--- src/rtl/tile_rom_arbiter.sv ---
// Round-robin request/acknowledge arbiter sharing one tile character ROM among NREQ fetchers.
// Define TILE_ROM_ARB_STATS_EN to add per-requester worst-case wait statistics (stall_max).
module tile_rom_arbiter #(
  parameter int NREQ = 3,
  parameter int AW   = 14,
  parameter int DW   = 24,
  parameter int LAT  = 1
) (
  input  logic                 VCLKx8,
  input  logic                 RESET_N,
  input  logic                 HOLD,
  input  logic [NREQ-1:0]      req,
  input  logic [NREQ*AW-1:0]   req_ad,
  output logic [NREQ-1:0]      ack,
  output logic [NREQ*DW-1:0]   rdata,
  output logic [AW-1:0]        rom_ad,
  input  logic [DW-1:0]        rom_dt,
  output logic                 busy
`ifdef TILE_ROM_ARB_STATS_EN
  ,
  output logic [NREQ*8-1:0]    stall_max
`endif
);

  localparam int PW = (NREQ > 1) ? $clog2(NREQ) : 1;
  localparam int CW = PW + 1;

  logic [PW-1:0]   ptr;
  logic [PW-1:0]   ptr_nx;
  logic [PW-1:0]   win;
  logic [CW-1:0]   cand;
  logic            grant;
  logic [NREQ-1:0] elig;
  logic [NREQ-1:0] pend;
  logic [NREQ-1:0] pend_nx;
  logic [LAT-1:0]  vld;
  logic [LAT-1:0]  vld_nx;
  logic [PW-1:0]   pid [LAT];
  logic            done;
  logic [PW-1:0]   did;

  // Winner is the first eligible index at or after ptr, wrapping at NREQ.
  // NOTE: every variable gets a default before any conditional write, so no latch is inferred.
  always_comb begin
    elig  = req & ~pend & ~ack;
    grant = 1'b0;
    win   = '0;
    cand  = '0;
    for (int i = 0; i < NREQ; i++) begin
      cand = CW'(ptr) + CW'(i);
      if (cand >= CW'(NREQ)) cand = cand - CW'(NREQ);
      if (!grant && elig[cand[PW-1:0]]) begin
        grant = 1'b1;
        win   = cand[PW-1:0];
      end
    end
    if (HOLD) grant = 1'b0;
  end

  assign ptr_nx = (win == PW'(NREQ - 1)) ? '0 : win + 1'b1;
  assign done   = vld[LAT-1];
  assign did    = pid[LAT-1];

  always_comb begin
    vld_nx    = '0;
    vld_nx[0] = grant;
    for (int i = 1; i < LAT; i++) vld_nx[i] = vld[i-1];
    pend_nx = pend;
    if (done)  pend_nx[did] = 1'b0;
    if (grant) pend_nx[win] = 1'b1;
  end

  // NOTE: sequential state uses <= so every register samples pre-edge values.
  always_ff @(posedge VCLKx8 or negedge RESET_N) begin
    if (!RESET_N) begin
      ptr    <= '0;
      pend   <= '0;
      vld    <= '0;
      busy   <= 1'b0;
      rom_ad <= '0;
      ack    <= '0;
      rdata  <= '0;
    end else begin
      vld  <= vld_nx;
      busy <= |vld_nx;
      pend <= pend_nx;
      ack  <= '0;
      if (grant) begin
        rom_ad <= req_ad[win*AW +: AW];
        ptr    <= ptr_nx;
      end
      if (done) begin
        ack[did]             <= 1'b1;
        rdata[did*DW +: DW]  <= rom_dt;
      end
    end
  end

  // NOTE: the id pipeline is left unreset; its entries are ignored unless the matching valid bit is set.
  always_ff @(posedge VCLKx8) begin
    pid[0] <= win;
    for (int i = 1; i < LAT; i++) pid[i] <= pid[i-1];
  end

`ifdef TILE_ROM_ARB_STATS_EN
  logic [7:0] wait_cnt [NREQ];
  logic [7:0] wait_max [NREQ];

  function automatic logic [7:0] sat_inc(input logic [7:0] v);
    return (v == 8'hFF) ? 8'hFF : v + 8'd1;
  endfunction

  // A requester waits while eligible but not granted; held-off cycles count too.
  always_ff @(posedge VCLKx8 or negedge RESET_N) begin
    if (!RESET_N) begin
      for (int k = 0; k < NREQ; k++) begin
        wait_cnt[k] <= '0;
        wait_max[k] <= '0;
      end
    end else begin
      for (int k = 0; k < NREQ; k++) begin
        if (grant && win == PW'(k)) begin
          wait_cnt[k] <= '0;
        end else if (elig[k]) begin
          wait_cnt[k] <= sat_inc(wait_cnt[k]);
          if (sat_inc(wait_cnt[k]) > wait_max[k]) wait_max[k] <= sat_inc(wait_cnt[k]);
        end
      end
    end
  end

  for (genvar k = 0; k < NREQ; k++) begin : g_stall
    assign stall_max[k*8 +: 8] = wait_max[k];
  end
`endif

endmodule

--- config.mk ---
export PLATFORM = sky130hd
export DESIGN_NAME = tile_rom_arbiter
export DESIGN_NICKNAME = d
export VERILOG_FILES = /design/src/rtl/tile_rom_arbiter.sv
export SDC_FILE = /design/constraint.sdc
export NUM_CORES = 1
export LEC_CHECK = 0
export CAP_MARGIN = 20
export CORE_MARGIN = 4
export CORE_UTILIZATION = 46
export DETAILED_ROUTE_END_ITERATION = 7
export GPL_ROUTABILITY_DRIVEN = 1
export PLACE_DENSITY_LB_ADDON = 0.15
export SYNTH_ARGS = -nofsm -noshare
export SYNTH_HDL_FRONTEND = slang
export SYNTH_SLANG_ARGS = --single-unit
--- constraint.sdc ---
create_clock -name VCLKx8 -period 3 [get_ports VCLKx8]
set_input_delay 0.6 -clock VCLKx8 [delete_from_list [all_inputs] [get_ports VCLKx8]]
set_output_delay 0.6 -clock VCLKx8 [all_outputs]
set_load 0.05 [all_outputs]
Word level (Yosys, flattened, before mapping)
Memories as Yosys holds them, arrays and structs flattened.
Index checks and enable logic that the tools add are counted.
{"block": "word_totals", "ramBits": 2, "register_bits": 95, "elab_cells": 68, "output_inout_bits": 90, "mem_count": 1}
{"memory": "pid", "words": 1, "word_bits": 2, "read_ports": 1, "rd_ports_with_merged_regs": 0, "write_ports": 1, "line_no": "38", "source": "logic [PW-1:0] pid [LAT];"}
{"block": "classes", "bitwise_logic": 7, "add_sub_neg": 7, "multipliers": 2, "shift": 3, "mux": 25, "magnitude_cmp": 10, "eq_ne": 1, "n_reduce_logical": 6}
{"op": "$bwmux 72", "count": 1}
{"op": "$shift 24x34->72 const A", "count": 1}
{"op": "$shiftx 24x34->72", "count": 1}
{"op": "$shiftx 42x7->14", "count": 1}
{"op": "$neg 7->34", "count": 1}
{"op": "$lt 2x3->1 const B", "count": 5}
{"op": "$mux 2", "count": 7}
{"op": "$and 3x3->3", "count": 3}
{"op": "$mux 1", "count": 9}
{"op": "$mux 3", "count": 3}
{"op": "$not 3->3", "count": 3}
{"op": "$bmux 1 s2", "count": 3}
{"op": "$ge 3x2->1 const B", "count": 2}
{"op": "$sub 2x2->2 const B", "count": 3}
{"op": "$mul 2x3->5 const B", "count": 1}
{"op": "$demux 1 s2", "count": 2}
{"op": "$ge 2x1->1 const B", "count": 2}
{"op": "$logic_and 1x1->1", "count": 4}
{"op": "$mul 2x2->4 const B", "count": 1}
{"op": "$add 2x1->3 const B", "count": 1}
{"op": "$add 2x2->3 const B", "count": 1}
{"op": "$or 3x3->3", "count": 1}
{"op": "$add 2x1->2 const B", "count": 1}
{"op": "$eq 2x2->1 const B", "count": 1}
{"op": "other kinds (2)", "count": 3}

Logic depth before layout (Yosys ltp)
Gate-level depths: netlist of run 1.
{"block": "logic_depth", "depth_word": 18, "depth_mapped": 10, "depth_no_buf": 8}

Worst setup path after synthesis of run 1
Ideal clock, no wire load.
{"block": "synth_path", "path_kind": "reg2reg", "startpoint": "mem pid[0][0] (netlist name)", "endpoint": "reg rdata[20]", "arrival_ps": 2551, "required_time_ps": 2917, "path_buffers": 4, "stages_incl_launch_ff": 10, "slack_ps": 367, "setup_time_ps": 83, "cell_sequence": "dfxtp_1 -> clkbuf_1 -> inv_1 -> buf_1 -> ha_1 -> buf_1 -> nor3_1 -> clkbuf_1 -> a22oi_1 -> o21ai_0"}
{"block": "synth_between", "elab_chain_len": 5, "elab_cells_between_ends": 6, "classes_between": "add/sub (1); mul (1); shift (2); mux (1); memory (1)"}
{"element": "start, declared", "line_no": "38"}
{"element": "$mem_v2 1x2 *"}
{"element": "$mul 2x2->4 *", "line_no": "94", "source": "rdata[did*DW +: DW] <= rom_dt;"}
{"element": "$neg 7->34 *", "line_no": "94"}
{"element": "$shiftx 24x34->72 / $shift 24x34->72 (equally long branches)", "line_no": "94"}
{"element": "$bwmux 72 *", "line_no": "94"}
{"element": "end signal, assigned by index", "line_no": "94"}
{"element": "end, declared", "line_no": "15", "source": "output logic [NREQ*DW-1:0] rdata,"}
Mark *: on every way between the ends. The rest lies on a longest branch, timed or not.
A chain may end at the register's enable or synchronous reset.

Final worst setup path of run 1
{"block": "layout_path", "startpoint": "mem pid[0][1] (netlist name)", "endpoint": "reg rdata[67]"}
The elaborated chain is that of the path after synthesis.

==> flow_summary.toml, run 1 <==
[routing]
dr.pass1.iters = 5
vias = 4698
drtIter0Drc = 437
antenna_left = 0
finalWirelength_mm = 15.2
post_drt_via_cell_ratio = 5.68
drc = 0
wire_per_inst_microns = 18.4

[critical_path]
reg2reg_slack_ns = 0.43
r2r_cells = 6
critPathKind = "flop to flop"
r2r-end = "rdata[67]"
reg2reg_from = "pid[0][1]"
cp_max_fo = 21
critPathLaunchType = "flop"
endpoint_kind = "flop"
required_ns = 3.28
arrival_ns = 2.84

[clocking]
cts.sinks = 97
hold_buffers = 0
cts.clk_slew.worst_paths_ns = 0.10
htreeDepth = 3
root_buffer = "clkbuf_8"
cts_buffers = 9
cts_tree = "yes"
cts_resized = 0
post_cts_buffers = 0
insertion_delay_ns = 0.37
clock_path_buffers = 2

[timing]
timing.fmax_mhz = 390
hold_viol = 0
fin_skew_ns = 0.0164
min_period_ns = 2.57
maxSlewHeadroom = 0.437
rsz0062_at_grt = "no"
drv_slew = 0
tightestPinTransition_ns = 0.842
post-route-period-util = 0.856
setup_viol = 0
tns_ns = 0

[global_route]
grt_pass1_wl_mm = 24.1
grt_pass1_vias = 4561
grt_max_degree = 53
gr-total-overflow = 0
antenna_found_initial = 0
grt_usage = 0.241

[die]
row_count = 37
die_h_microns = 111
die_x_microns = 111
core_area_sq_um = 10300
ios = 162
start_util = 0.472
dieArea_sq_um = 12300

[yosys]
syn_area_per_cell_sq_um = 9.05
synth_ff_type = "dfrtp_1"
synth_fp_nets = 616
async_reset_ff_frac = 0.979
synth_area_sq_um = 4850
ys.warnings.count = 0
synth_cell_types = 50
netlist_instances = 536
yosysSeqAreaShare = 0.498
synth_edf_count = 0
ys_seq_elements = 97

[power_and_ir_drop]
power_w = 0.00649
p_leak_nw = 2.92
power_density_nw_per_um2 = 952
peakVddDrop_mv = 0.636

[final_layout]
nets = 766
antennaDiodeCount = 0
fillers = 867
layout-drive-gt1-share = 0.0767
syn_to_final_growth_pct = 40.5
design_area_sq_um = 6820

[placed_design]
dpl-instance-area_sq_um = 6610
port_buffers = 161
hpwl_mm = 11.1
globalplace.congestion = 0.867

[run_status]
status = "completed"

[min_path]
hp-class = "input port to async pin"

[job]
drv_cap = 0
==> layout make-up <==
| cell class | instances | area, sq um | area share |
|---|---|---|---|
| sequential | 97 | 2420 | 0.355 |
| multi-input combinational | 374 | 2180 | 0.320 |
| timing repair buffer | 176 | 1730 | 0.254 |
| tap | 136 | 170 | 0.0250 |
| clock buffer | 9 | 124 | 0.0182 |
| inverter | 28 | 105 | 0.0154 |
| clock inverter | 7 | 85.1 | 0.0125 |
==> cells in the final DEF (no fill, tap or decap), drive strengths merged, types with 2 or more instances in the layout <==
| master | count |
|---|---|
| a2bb2oi | 3 |
| a21oi | 12 |
| a22oi | 27 |
| dfrtp | 95 |
| nand2 | 89 |
| or2 | 8 |
| a21o | 3 |
| or3b | 2 |
| buf | 16 |
| and3 | 2 |
| nor3b | 3 |
| clkdlybuf4s50 | 160 |
| inv | 31 |
| and2 | 4 |
| nor2b | 3 |
| o31ai | 16 |
| nor3 | 2 |
| clkbuf | 9 |
| a22o | 9 |
| dfxtp | 2 |
| mux2i | 8 |
| ha | 8 |
| a31oi | 14 |
| o22ai | 4 |
| nand3b | 2 |
| clkinvlp | 2 |
| o21ai | 95 |
| nand2b | 4 |
| a211oi | 14 |
| nor2 | 29 |
==> power by group <==
group	switching [W]	internal, W
clock network	0.000500	0.000401
registers	0.000238	0.00169
logic	0.00245	0.00122
==> cell families (layout without fill, tap and decap cells) <==
group	count (synthesis)	in the layout	share of synthesized area
flip-flops	97	97	0.498
adder cells (fa/ha/maj)	8	8	0.0206
AND/OR/NAND/NOR	152	152	0.143
XOR/XNOR	1	1	0.00180
buffers and inverters	65	220	0.0523
AO/OA/AOI/OAI	204	204	0.266
multiplexers	9	9	0.0188
==> worst max-delay path by stage <==
stage	from	end	slack (ns)	cells after the start
after global routing	pid[0][1]	rdata[67]	0.25	6
after detailed placement	req[0]	rom_ad[6]	0.18	7
final	pid[0][1]	rdata[67]	0.43	6
after CTS	pid[0][1]	rdata[66]	0.46	5
after floorplan	pid[0][0]	rdata[20]	0.37	9
after global placement	req[0]	ptr[0]	0.26	6
==> synth_stat cells, types with 3 or more instances <==
master | n | share of area
dfrtp_1 | 95 | 0.49
o21ai_0 | 92 | 0.095
nand2_1 | 89 | 0.069
clkbuf_1 | 31 | 0.024
nor2_1 | 29 | 0.022
a22oi_1 | 27 | 0.042
inv_1 | 26 | 0.020
o31ai_1 | 16 | 0.025
a211oi_1 | 14 | 0.022
a31oi_1 | 14 | 0.018
a21oi_1 | 12 | 0.012
a22o_1 | 9 | 0.016
ha_1 | 8 | 0.021
mux2i_1 | 8 | 0.016
or2_2 | 7 | 0.0090
and2_1 | 4 | 0.0052
nand2b_1 | 4 | 0.0052
o22ai_1 | 4 | 0.0052
a21o_1 | 3 | 0.0046
a2bb2oi_1 | 3 | 0.0054
buf_1 | 3 | 0.0023
nor2b_1 | 3 | 0.0039
==> layer usage <==
layer / part of all wire / GRT usage / vias up
li1: - / - / 2190
met1: 0.45 / 0.349 / 2266
met2: 0.46 / 0.362 / 218
met3: 0.076 / 0.0573 / 24
met4: 0.021 / 0.0706 / 0
met5: 0 / 0 / -
==> registers in the layout, indices dropped and copies added, names as in the netlist <==
| register | count |
|---|---|
| ack | 3 |
| done | 1 |
| pend | 3 |
| pid | 2 |
| ptr | 2 |
| rdata | 72 |
| rom_ad | 14 |
==> worst max-delay path: stages, from the launching register on <==
cell and delay, ns:
dfxtp_1 0.39, inv_1 0.11, ha_1 0.47, buf_4 0.27, and2_1 0.69, a22oi_1 0.32
o21ai_0 0.23
==> through the flow <==
step | worst slack [ns] | util | hold WS (ns) | std cells
finish | 0.433 | 0.663 | 0.207 | 827
global route | 0.248 | 0.663 | 0.227 | 827
CTS | 0.460 | 0.663 | 0.218 | 827
detailed placement | 0.181 | 0.643 | 0.470 | 811
global placement | 0.258 | 0.643 | 0.463 | 811
floorplan | 0.367 | - | 0.304 | 536
No activity file was read; power rests on OpenSTA's default activity.
==> run 2: changes to the inputs <==
--- a/config.mk
+++ b/config.mk
@@ -7,7 +7,8 @@
 export LEC_CHECK = 0
 export CAP_MARGIN = 20
 export CORE_MARGIN = 4
-export CORE_UTILIZATION = 46
+export CORE_UTILIZATION = 48
+export CTS_BUF_LIST = sky130_fd_sc_hd__clkbuf_4
 export DETAILED_ROUTE_END_ITERATION = 7
 export GPL_ROUTABILITY_DRIVEN = 1
 export PLACE_DENSITY_LB_ADDON = 0.15
==> run 2 against run 1 <==
Clock power fell by 30%; core utilization is 2.1 points higher; non-clock buffer count unchanged; setup slack worse by 0.14 ns; first-iteration DRC count is 22% lower; routed wire length is 2.1% higher; global-route usage is 3.1 points higher; critical path depth unchanged; critical path type unchanged; largest cell class unchanged; highest routed layer unchanged.
==> flow_summary.toml, run 2 (synthesized netlist as in run 1, its figures left out) <==
[final_layout]
final_common_cell = "clkdlybuf4s50_1"
layout-drive-gt1-share = 0.0767
antennaDiodeCount = 0
fillers = 812
post-route-util = 0.685
final_cell_mix = "clkdlybuf4s50_1, dfrtp_1, o21ai_0"
reg_top3 = "rdata: 72 flops, rom_ad: 14 flops"
syn_to_final_growth_pct = 38.5
largest_register_ff_count = 72
nets = 766
regMostFlops = "rdata"

[routing]
wire_per_inst_microns = 18.8
vias = 4773
drtIter0Drc = 343
antenna_left = 0
post_drt_via_cell_ratio = 5.79
finalWirelength_mm = 15.5
dr.pass1.iters = 5
drc = 0

[min_path]
hp-class = "input port to async pin"

[clocking]
hold_buffers = 0
cts.sinks = 97
cts.clk_slew.worst_paths_ns = 0.15
htreeDepth = 3
post_cts_buffers = 0
root_buffer = "clkbuf_4"
cts_tree = "yes"
cts_buffers = 9
clock_path_buffers = 2
cts_resized = 0
insertion_delay_ns = 0.46

[global_route]
antenna_found_initial = 0
grt_pass1_wl_mm = 25.1
gr-total-overflow = 0
grt_max_degree = 59
grt_pass1_vias = 4719
grt_usage = 0.272

[power_and_ir_drop]
p_leak_nw = 2.89
power_density_nw_per_um2 = 926
peakVddDrop_mv = 0.460

[die]
row_count = 36
die_x_microns = 109
start_util = 0.494
dieArea_sq_um = 11800
die_h_microns = 109
core_area_sq_um = 9820
ios = 162

[timing]
timing.fmax_mhz = 370
setup_viol = 0
maxSlewHeadroom = 0.445
rsz0062_at_grt = "no"
tns_ns = 0
min_period_ns = 2.70
fin_skew_ns = 0.0129
tightestPinTransition_ns = 0.831
hold_viol = 0
post-route-period-util = 0.901
drv_slew = 0

[critical_path]
max_stage_delay_ns = 0.68
r2r-end = "rdata[68]"
reg2reg_from = "pid[0][1]"
cp_max_fo = 21
critPathKind = "flop to flop"
cpMaxStageDelayCell = "and2_1"
required_ns = 3.37
endpoint_kind = "flop"
reg2reg_slack_ns = 0.30
cp_cell_sequence = "inv_1, ha_1, buf_4, and2_1, a22oi_1, o21ai_0"
arrival_ns = 3.08
r2r_cells = 6
critPathLaunchType = "flop"

[placed_design]
port_buffers = 161
hpwl_mm = 11.6
globalplace.congestion = 0.934

[job]
drv_cap = 0

[run_status]
status = "completed"
==> run 2: area by class of cell <==
type / count / area [sq um] / area share
flip-flops and latches: 97 / 2420 / 0.360
clock buffers: 10 / 75.1 / 0.0112
repair buffers: 176 / 1730 / 0.258
clock inverters: 6 / 41.3 / 0.00614
well taps: 133 / 166 / 0.0248
inverters: 28 / 105 / 0.0156
multi-input cells: 374 / 2180 / 0.325
==> run 2: worst max-delay path: cells and delay by family, from the launching register on <==
family                   cells  cell delay, ns
adder cells (fa/ha/maj)      1            0.50
buffers and inverters        2            0.38
AND/OR/NAND/NOR              1            0.68
flip-flops                   1            0.41
AO/OA/AOI/OAI                2            0.62
==> run 2: per-layer routing <==
layer	vias to the layer above	GRT usage	routed length [microns]
met3	20	0.0436	1170
met4	0	0.0893	249
met5	-	0	0
met2	225	0.424	7480
met1	2331	0.387	6620
li1	2197	-	-
==> run 2: report_power, final <==
group	internal [W]	switching, W	total (W)
Sequential	0.00168	0.000237	0.00192
Combinational	0.00121	0.00246	0.00368
Clock	0.000185	0.000445	0.000630
==> run 2: metrics by stage <==
stage / hold slack (ns) / cell area [sq um] / std cells / power, W / setup slack, ns
global placement: 0.462 / 6610 / 808 / 0.00552 / 0.205
finish: 0.0838 / 6720 / 824 / 0.00623 / 0.297
detailed placement: 0.469 / 6610 / 808 / 0.00561 / 0.169
floorplan: 0.304 / 4850 / 536 / 0.00432 / 0.367
global route: 0.0896 / 6720 / 824 / 0.00658 / 0.00631
CTS: 0.0862 / 6720 / 824 / 0.00623 / 0.325
==> run 2: worst max-delay path by stage <==
stage | from | to | slack (ns) | cells past startpoint
3_5_place_dp | req[0] | rom_ad[11] | 0.17 | 7
2_1_floorplan | pid[0][0] | rdata[20] | 0.37 | 9
6_report | pid[0][1] | rdata[68] | 0.30 | 6
4_1_cts | pid[0][1] | rdata[68] | 0.32 | 6
5_1_grt | pid[0][1] | rdata[61] | 0.006 | 5
3_3_place_gp | req[0] | pend[0] | 0.20 | 6
